===== src/rtl/hsv_core_pkg.sv =====
// rtl/hsv_core_pkg.sv - shared core types for commit, flush and commit-sink control
package hsv_core_pkg;

  typedef enum logic [2:0] {
    COMMIT_NEXT      = 3'd0,
    COMMIT_JUMP      = 3'd1,
    COMMIT_EXCEPTION = 3'd2,
    COMMIT_WFI       = 3'd3,
    COMMIT_MODE_RET  = 3'd4
  } commit_action_t;

  typedef struct packed {
    logic [31:0] pc;
    logic [4:0]  rd;
    logic        writeback;
  } commit_common_t;

  typedef struct packed {
    commit_common_t common;
    commit_action_t action;
    logic [31:0]    result;
    logic [31:0]    next_pc;
    logic [31:0]    trap_cause;
    logic [31:0]    trap_value;
  } commit_data_t;

  typedef enum logic [1:0] {
    RUN         = 2'd0,
    FLUSH_ENTER = 2'd1,
    FLUSH_EXIT  = 2'd2,
    WFI_WAIT    = 2'd3
  } commit_state_t;

  typedef enum logic [1:0] {
    FC_IDLE = 2'd0,
    FC_REQ  = 2'd1,
    FC_REL  = 2'd2
  } flush_state_t;

  function automatic logic is_redirect_action(commit_action_t a);
    return (a == COMMIT_JUMP) || (a == COMMIT_EXCEPTION) || (a == COMMIT_MODE_RET);
  endfunction

endpackage


===== src/rtl/hsv_core_commit_sink_if.sv =====
// rtl/hsv_core_commit_sink_if.sv - commit beat channel between a unit skid buffer and the sink
interface hsv_core_commit_sink_if;
  import hsv_core_pkg::*;

  commit_data_t commit_data;
  logic         valid_i;
  logic         ready_o;

  modport master (output commit_data, output valid_i, input ready_o);
  modport slave  (input commit_data, input valid_i, output ready_o);

endinterface


===== src/rtl/hsv_core_flush_ctrl.sv =====
// rtl/hsv_core_flush_ctrl.sv - four-phase flush req/ack initiator, shared with the control unit
module hsv_core_flush_ctrl
  import hsv_core_pkg::*;
(
  input  logic clk_core,
  input  logic rst_core,
  input  logic start,
  input  logic flush_ack,
  output logic flush_req,
  output logic busy
);

  flush_state_t state_q;
  flush_state_t state_d;

  always_ff @(posedge clk_core) begin
    if (rst_core) begin
      state_q <= FC_REQ;
    end else begin
      state_q <= state_d;
    end
  end

  // Request stays up until ack rises, then stays down until ack falls.
  always_comb begin
    state_d = state_q;
    case (state_q)
      FC_IDLE: if (start)      state_d = FC_REQ;
      FC_REQ:  if (flush_ack)  state_d = FC_REL;
      FC_REL:  if (!flush_ack) state_d = FC_IDLE;
      default:                 state_d = FC_REQ;
    endcase
  end

  assign flush_req = (state_q == FC_REQ);
  assign busy      = (state_q != FC_IDLE);

endmodule


===== src/rtl/hsv_core_commit_sink.sv =====
// rtl/hsv_core_commit_sink.sv - in-order commit receiver: RF writeback, redirects, traps, flush, WFI
module hsv_core_commit_sink
  import hsv_core_pkg::*;
#(
  parameter logic [31:0] RESET_PC = 32'h0000_0000,
  parameter int          RETIRE_W = 64
) (
  input  logic                 clk_core,
  input  logic                 rst_core,
  hsv_core_commit_sink_if.slave commit,
  output logic                 flush_req,
  input  logic                 flush_ack,
  output logic                 rf_wr_en,
  output logic [4:0]           rf_wr_addr,
  output logic [31:0]          rf_wr_data,
  output logic                 redirect_valid,
  output logic [31:0]          redirect_pc,
  input  logic [31:0]          mtvec,
  input  logic [31:0]          mepc,
  output logic                 trap_valid,
  output logic [31:0]          trap_cause,
  output logic [31:0]          trap_value,
  output logic [31:0]          trap_pc,
  output logic                 mode_ret,
  input  logic                 irq_pending,
  output logic                 halted,
  output logic [RETIRE_W-1:0]  retired
);

  commit_state_t        state_q;
  commit_state_t        state_d;
  commit_data_t         beat;
  logic                 accept;
  logic                 do_redirect;
  logic                 do_retire;
  logic                 flush_busy;
  logic [31:0]          trap_base;
  logic [RETIRE_W-1:0]  retired_q;

  assign beat           = commit.commit_data;
  // The flush controller must be idle before beats are taken again.
  assign commit.ready_o = (state_q == RUN) && !flush_busy;
  assign accept         = commit.valid_i && commit.ready_o;
  assign do_redirect    = accept && is_redirect_action(beat.action);
  assign do_retire      = accept && (beat.action != COMMIT_EXCEPTION);
  assign trap_base      = mtvec & ~32'h3;
  assign halted         = (state_q == WFI_WAIT);
  assign retired        = retired_q;

  hsv_core_flush_ctrl u_flush_ctrl (
    .clk_core  (clk_core),
    .rst_core  (rst_core),
    .start     (do_redirect),
    .flush_ack (flush_ack),
    .flush_req (flush_req),
    .busy      (flush_busy)
  );

  always_ff @(posedge clk_core) begin
    if (rst_core) begin
      state_q <= FLUSH_ENTER;
    end else begin
      state_q <= state_d;
    end
  end

  // Interrupts seen during a flush are left to the control unit.
  always_comb begin
    state_d = state_q;
    case (state_q)
      RUN: begin
        if (accept) begin
          if (is_redirect_action(beat.action)) begin
            state_d = FLUSH_ENTER;
          end else if (beat.action == COMMIT_WFI) begin
            state_d = WFI_WAIT;
          end
        end
      end
      FLUSH_ENTER: if (flush_ack)   state_d = FLUSH_EXIT;
      FLUSH_EXIT:  if (!flush_ack)  state_d = RUN;
      WFI_WAIT:    if (irq_pending) state_d = RUN;
      default:                      state_d = FLUSH_ENTER;
    endcase
  end

  always_ff @(posedge clk_core) begin
    if (rst_core) begin
      rf_wr_en       <= 1'b0;
      rf_wr_addr     <= 5'd0;
      rf_wr_data     <= 32'd0;
      redirect_valid <= 1'b0;
      redirect_pc    <= RESET_PC;
      trap_valid     <= 1'b0;
      trap_cause     <= 32'd0;
      trap_value     <= 32'd0;
      trap_pc        <= 32'd0;
      mode_ret       <= 1'b0;
      retired_q      <= '0;
    end else begin
      rf_wr_en       <= do_retire && beat.common.writeback && (beat.common.rd != 5'd0);
      redirect_valid <= do_redirect;
      trap_valid     <= accept && (beat.action == COMMIT_EXCEPTION);
      mode_ret       <= accept && (beat.action == COMMIT_MODE_RET);
      if (do_retire) begin
        rf_wr_addr <= beat.common.rd;
        rf_wr_data <= beat.result;
        retired_q  <= retired_q + RETIRE_W'(1);
      end
      if (accept) begin
        case (beat.action)
          COMMIT_JUMP: redirect_pc <= beat.next_pc;
          COMMIT_EXCEPTION: begin
            redirect_pc <= trap_base;
            trap_cause  <= beat.trap_cause;
            trap_value  <= beat.trap_value;
            trap_pc     <= beat.common.pc;
          end
          COMMIT_MODE_RET: redirect_pc <= mepc;
          default: ;
        endcase
      end
    end
  end

endmodule


===== src/flat_wrapper.sv =====
// flat-port wrapper written by rule: the top's interface ports become plain ports
module hsv_core_commit_sink_flat import hsv_core_pkg::*;
#(
  parameter logic [31:0] RESET_PC = 32'h0000_0000,
  parameter int          RETIRE_W = 64
)
  (clk_core, rst_core, flush_req, flush_ack, rf_wr_en, rf_wr_addr, rf_wr_data, redirect_valid, redirect_pc, mtvec, mepc, trap_valid, trap_cause, trap_value, trap_pc, mode_ret, irq_pending, halted, retired, commit_commit_data, commit_valid_i, commit_ready_o);
  hsv_core_commit_sink_if commit_i ();
  input  logic clk_core;
  input  logic rst_core;
  output logic flush_req;
  input  logic flush_ack;
  output logic rf_wr_en;
  output logic [4:0] rf_wr_addr;
  output logic [31:0] rf_wr_data;
  output logic redirect_valid;
  output logic [31:0] redirect_pc;
  input  logic [31:0] mtvec;
  input  logic [31:0] mepc;
  output logic trap_valid;
  output logic [31:0] trap_cause;
  output logic [31:0] trap_value;
  output logic [31:0] trap_pc;
  output logic mode_ret;
  input  logic irq_pending;
  output logic halted;
  output logic [RETIRE_W-1:0] retired;
  input wire logic [$bits(commit_i.commit_data)-1:0] commit_commit_data;
  input wire logic [$bits(commit_i.valid_i)-1:0] commit_valid_i;
  output wire logic [$bits(commit_i.ready_o)-1:0] commit_ready_o;
  assign commit_i.commit_data = commit_commit_data;
  assign commit_i.valid_i = commit_valid_i;
  assign commit_ready_o = commit_i.ready_o;
  hsv_core_commit_sink #(.RESET_PC(RESET_PC), .RETIRE_W(RETIRE_W)) u_core (.clk_core(clk_core), .rst_core(rst_core), .commit(commit_i), .flush_req(flush_req), .flush_ack(flush_ack), .rf_wr_en(rf_wr_en), .rf_wr_addr(rf_wr_addr), .rf_wr_data(rf_wr_data), .redirect_valid(redirect_valid), .redirect_pc(redirect_pc), .mtvec(mtvec), .mepc(mepc), .trap_valid(trap_valid), .trap_cause(trap_cause), .trap_value(trap_value), .trap_pc(trap_pc), .mode_ret(mode_ret), .irq_pending(irq_pending), .halted(halted), .retired(retired));
endmodule

===== config.mk =====
export PLATFORM = sky130hd
export DESIGN_NAME = hsv_core_commit_sink_flat
export DESIGN_NICKNAME = d
export VERILOG_FILES = /design/src/rtl/hsv_core_pkg.sv /design/src/rtl/hsv_core_commit_sink_if.sv /design/src/rtl/hsv_core_flush_ctrl.sv /design/src/rtl/hsv_core_commit_sink.sv /design/src/flat_wrapper.sv
export SDC_FILE = /design/constraint.sdc
export NUM_CORES = 1
export LEC_CHECK = 0
export CORE_AREA = 2 2 185 187
export CTS_BUF_LIST = sky130_fd_sc_hd__clkbuf_4 sky130_fd_sc_hd__clkbuf_8
export DETAILED_ROUTE_END_ITERATION = 7
export DIE_AREA = 0 0 187 189
export GPL_TIMING_DRIVEN = 0
export PLACE_DENSITY = 0.72
export SETUP_SLACK_MARGIN = 0.4
export SLEW_MARGIN = 20
export SYNTH_ARGS = -nofsm -noshare
export SYNTH_HDL_FRONTEND = slang
export SYNTH_HIERARCHICAL = 1
export SYNTH_SLANG_ARGS = --single-unit

===== constraint.sdc =====
create_clock -name clk_core -period 4.4 [get_ports clk_core]
set_input_delay 0.88 -clock clk_core [delete_from_list [all_inputs] [get_ports clk_core]]
set_output_delay 0.88 -clock clk_core [all_outputs]
set_load 0.05 [all_outputs]

==> flow_summary.ini <==
[run_status]
outcome = finished, final reports clean

[yosys]
asyncSetResetFlopFracSynth_pct = 0
synth_seq_area_share_pct = 48.62
synth_cells = 1240
mappedNetlistArea_um2 = 9758
dominantRegCellSynth = sky130_fd_sc_hd__dfxtp_1
synth_nets = 1482
syn_area_per_cell_um2 = 7.869
yosys_register_bits = 237
synthesis.yosys.warnings = 6
synthDistinctLibCells = 44
synth-edff-count = 0

[clocking]
numClockSinks = 237
tritoncts_clock_tree = done
insertion_delay_ps = 560
clkTransAtPathRegs_ps = 50
cts-hold-fix-buffers = 0
clock-root-buffer = sky130_fd_sc_hd__clkbuf_8
clk_path_buf_depth = 3
post_cts_resize_count = 0
buffers_inserted_during_post_cts_setup_optimization = 0
htreeDepth = 2
tritoncts.num_buffers = 44

[critical_path]
reg2regPathDepth = 10
worst-path-max-fanout = 10
crit_top_cell = sky130_fd_sc_hd__clkbuf_1
critPathKind = input port to register
r2r-end = u_core/retired[56]
r2r-start = u_core/u_flush_ctrl/state_q[1]
worst_setup_path_start_kind = input port
path_cells = clkdlybuf4s50_1, clkbuf_1, clkbuf_1, clkbuf_1, clkbuf_1, a21oi_1
regToRegSetupSlack_ps = 1530
max_stage_delay_ps = 740
worst-path-buf-inv = 5
worst-endpoint-arrival_ps = 3710
worst_path_max_delay_cell = sky130_fd_sc_hd__clkbuf_1
critical_path_required_ps = 4780
cell_family_with_most_cp_delay = buffers and inverters
timing.critical_path.to_type = register

[timing]
post-route-period-util_pct = 75.69
timing_max_transition_violations_final = 0
final_hold_viol_count = 0
rsz0062_at_grt = false
setup-violations-final = 0
slew_headroom_pct = 33.69
fin_crit_ps = 3330
setup_total_negative_slack_ps = 0
whs_ps = 450.6
timing.clock.skew_ps = 26.73
fmax_ghz = 0.3003
timing_worst_slew_pin_value_ps = 994.6

[layout]
fillerInstances = 3200
n_antenna_cell = 0
final_non_filler_cells = 2235
sequential_cell_area_um2 = 4745
layout-area-overhead-vs-synth_pct = 63.87
multi_input_area_um2 = 4619
fin_nets = 1996
final_layout_size_suffix_gt1_share_pct = 5.820

[die]
die_h_um = 189
start_util_pct = 29.32
design.core.area_um2 = 33280
io-pin-count = 474
die-width_um = 187
design.die.area_um2 = 35340
floorplan.rows = 67

[drt]
route.detailed.drc = 0
drt_pass1_iterations = 5
antenna_violating_nets_post_route = 0
wire_length_per_cell_after_detailed_routing_um = 17.63
route.detailed.vias_per_inst = 4.938
initialDrtViolationCount = 703
vias = 11037
drt_wl_total_um = 39390

[grt]
grt_pass1_wl_um = 59350
grtUsageTotal_pct = 21.20
grt_max_degree = 12
met3_usage_pct = 5.765
grt_busiest_layer = met2
grt_util_met2_pct = 37.70
vias_in_the_first_global_route = 10744
antenna_found_initial = 0
leftover_overflow_at_the_end_of_global_routing = 0
met1_usage_pct = 23.71

[placement]
io_buffer_count = 468
hpwlAfterDp_um = 30410
place_inst = 2156
gp_congestion = 0.8885

[worst_hold_path]
min_delay_path_depth = 2
endpoint_of_the_worst_hold_timing_path = u_core/trap_value[29]
hold_path.class = register to register
min_from = u_core/trap_value[29]

[job]
max_cap_viol_count = 0

[power_and_ir_drop]
p_leak_nw = 5.244
vdd.ir_drop.worst_mv = 0.2261
power_density_nw_per_um2 = 320.8
-- metal layers --
| metal | wire (µm) | vias to the layer above |
|---|---|---|
| met2 | 19460 | 477 |
| li1 | - | 5316 |
| met5 | 0 | - |
| met3 | 3166 | 95 |
| met1 | 15160 | 5149 |
| met4 | 1603 | 0 |
-- power by group --
group          internal (W)  total (W)  switching (W)
clock               0.00138    0.00231       0.000935
sequential          0.00218    0.00220      0.0000211
combinational      0.000298   0.000615       0.000317
-- metrics by stage --
stage / setup slack (ps) / utilization, % / area, µm² / power (W)
after global placement: 477.4 / 45.08 / 15000 / 0.002853
after detailed placement: 448.7 / 45.10 / 15010 / 0.002862
after CTS: 1048 / 48.05 / 15990 / 0.005189
after global routing: 847.5 / 48.05 / 15990 / 0.005330
final: 1070 / 48.05 / 15990 / 0.005129
after floorplan: 1537 / - / 9758 / 0.002516
-- area by class of cell --
class	count	area share (%)
Timing Repair Buffer	468	29.30
Tap cell	448	3.505
Multi-Input combinational cell	901	28.89
Clock buffer	73	5.775
Inverter	13	0.3052
Clock inverter	6	0.3678
Sequential cell	237	29.67
Buffer	89	2.191
-- logic make-up after synthesis --
logic type | synth area share, %
XOR/XNOR | 2.423
AO/OA/AOI/OAI | 17.14
buffers and inverters | 4.090
AND/OR/NAND/NOR | 26.23
adder cells (fa/ha/maj) | 0.5129
multiplexers | 0.9745
flip-flops | 48.62
-- cells in the mapped netlist, types with 5 or more instances --
| cell type | count | area share [%] |
|---|---|---|
| sky130_fd_sc_hd__xor2_1 | 23 | 2.1 |
| sky130_fd_sc_hd__mux2i_1 | 5 | 0.51 |
| sky130_fd_sc_hd__inv_1 | 12 | 0.46 |
| sky130_fd_sc_hd__dfxtp_1 | 237 | 49 |
| sky130_fd_sc_hd__nor2b_1 | 10 | 0.64 |
| sky130_fd_sc_hd__o22ai_1 | 30 | 1.9 |
| sky130_fd_sc_hd__nor2_1 | 49 | 1.9 |
| sky130_fd_sc_hd__o21ai_0 | 18 | 0.92 |
| sky130_fd_sc_hd__clkbuf_1 | 78 | 3.0 |
| sky130_fd_sc_hd__a21oi_1 | 197 | 10 |
| sky130_fd_sc_hd__nor3_1 | 11 | 0.56 |
| sky130_fd_sc_hd__buf_2 | 7 | 0.36 |
| sky130_fd_sc_hd__o31ai_1 | 14 | 1.1 |
| sky130_fd_sc_hd__or4_1 | 19 | 1.5 |
| sky130_fd_sc_hd__nand4_1 | 28 | 1.8 |
| sky130_fd_sc_hd__and4_1 | 7 | 0.63 |
| sky130_fd_sc_hd__or3_1 | 13 | 0.83 |
| sky130_fd_sc_hd__nor4_1 | 5 | 0.32 |
| sky130_fd_sc_hd__nand3_1 | 23 | 1.2 |
| sky130_fd_sc_hd__nand2_1 | 359 | 14 |
| sky130_fd_sc_hd__o211ai_1 | 30 | 2.3 |
| sky130_fd_sc_hd__and3_1 | 12 | 0.77 |
-- worst register-to-register path, delay by kind of cell, from the launching register on --
family	cells	cell delay, ps
AOI/OAI and AO/OA	1	150
adders and majority gates	1	140
buffers and inverters	4	640
DFF	1	330
and+or+nand+nor	4	1500
-- worst max path at each step --
stage | start | endpoint | cells after the start
after CTS | rst_core | u_core/trap_pc[31] | 6
after floorplan | u_core/u_flush_ctrl/state_q[0] | u_core/u_flush_ctrl/state_q[1] | 10
after detailed placement | rst_core | u_core/rf_wr_data[15] | 6
after global routing | rst_core | u_core/retired[63] | 6
after global placement | rst_core | u_core/trap_pc[31] | 6
final | rst_core | u_core/trap_pc[31] | 6
-- cells in the final DEF, fill, tap and decap left out, types with 3 or more instances in the layout --
cell type / n
sky130_fd_sc_hd__clkdlybuf4s50_1: 468
sky130_fd_sc_hd__inv_1: 12
sky130_fd_sc_hd__nor4_2: 3
sky130_fd_sc_hd__mux2i_1: 5
sky130_fd_sc_hd__dfxtp_1: 237
sky130_fd_sc_hd__nand2b_1: 4
sky130_fd_sc_hd__xnor2_1: 4
sky130_fd_sc_hd__ha_1: 4
sky130_fd_sc_hd__nor2b_1: 10
sky130_fd_sc_hd__and2_1: 3
sky130_fd_sc_hd__o21ai_0: 18
sky130_fd_sc_hd__a211oi_1: 4
sky130_fd_sc_hd__or2_2: 3
sky130_fd_sc_hd__mux2_2: 4
sky130_fd_sc_hd__nand4_1: 28
sky130_fd_sc_hd__xor2_1: 23
sky130_fd_sc_hd__clkbuf_8: 60
sky130_fd_sc_hd__clkinv_2: 4
sky130_fd_sc_hd__nor2_1: 49
sky130_fd_sc_hd__nand4b_1: 3
sky130_fd_sc_hd__nor4_1: 5
sky130_fd_sc_hd__o211ai_1: 30
sky130_fd_sc_hd__nor3_1: 10
sky130_fd_sc_hd__and4_1: 7
sky130_fd_sc_hd__o22ai_1: 30
sky130_fd_sc_hd__o31ai_1: 14
sky130_fd_sc_hd__clkbuf_1: 78
sky130_fd_sc_hd__clkbuf_4: 13
sky130_fd_sc_hd__or4_1: 19
sky130_fd_sc_hd__nand3_1: 23
sky130_fd_sc_hd__a21oi_1: 197
sky130_fd_sc_hd__buf_1: 3
sky130_fd_sc_hd__or3_1: 13
sky130_fd_sc_hd__buf_2: 7
sky130_fd_sc_hd__o41ai_1: 4
sky130_fd_sc_hd__nand2_1: 359
sky130_fd_sc_hd__and3_1: 12
-- registers in the layout (all words and copies together), names as in the netlist --
register / count
u_core/trap_cause: 32
u_core/trap_valid: 1
u_core/trap_pc: 32
u_core/redirect_pc: 32
u_core/rf_wr_en: 1
u_core/trap_value: 32
u_core/mode_ret: 1
u_core/redirect_valid: 1
u_core/rf_wr_addr: 5
u_core/state_q: 2
u_core/retired: 64
u_core/u_flush_ctrl/state_q: 2
u_core/rf_wr_data: 32
Power figures use the tool's default switching activity.
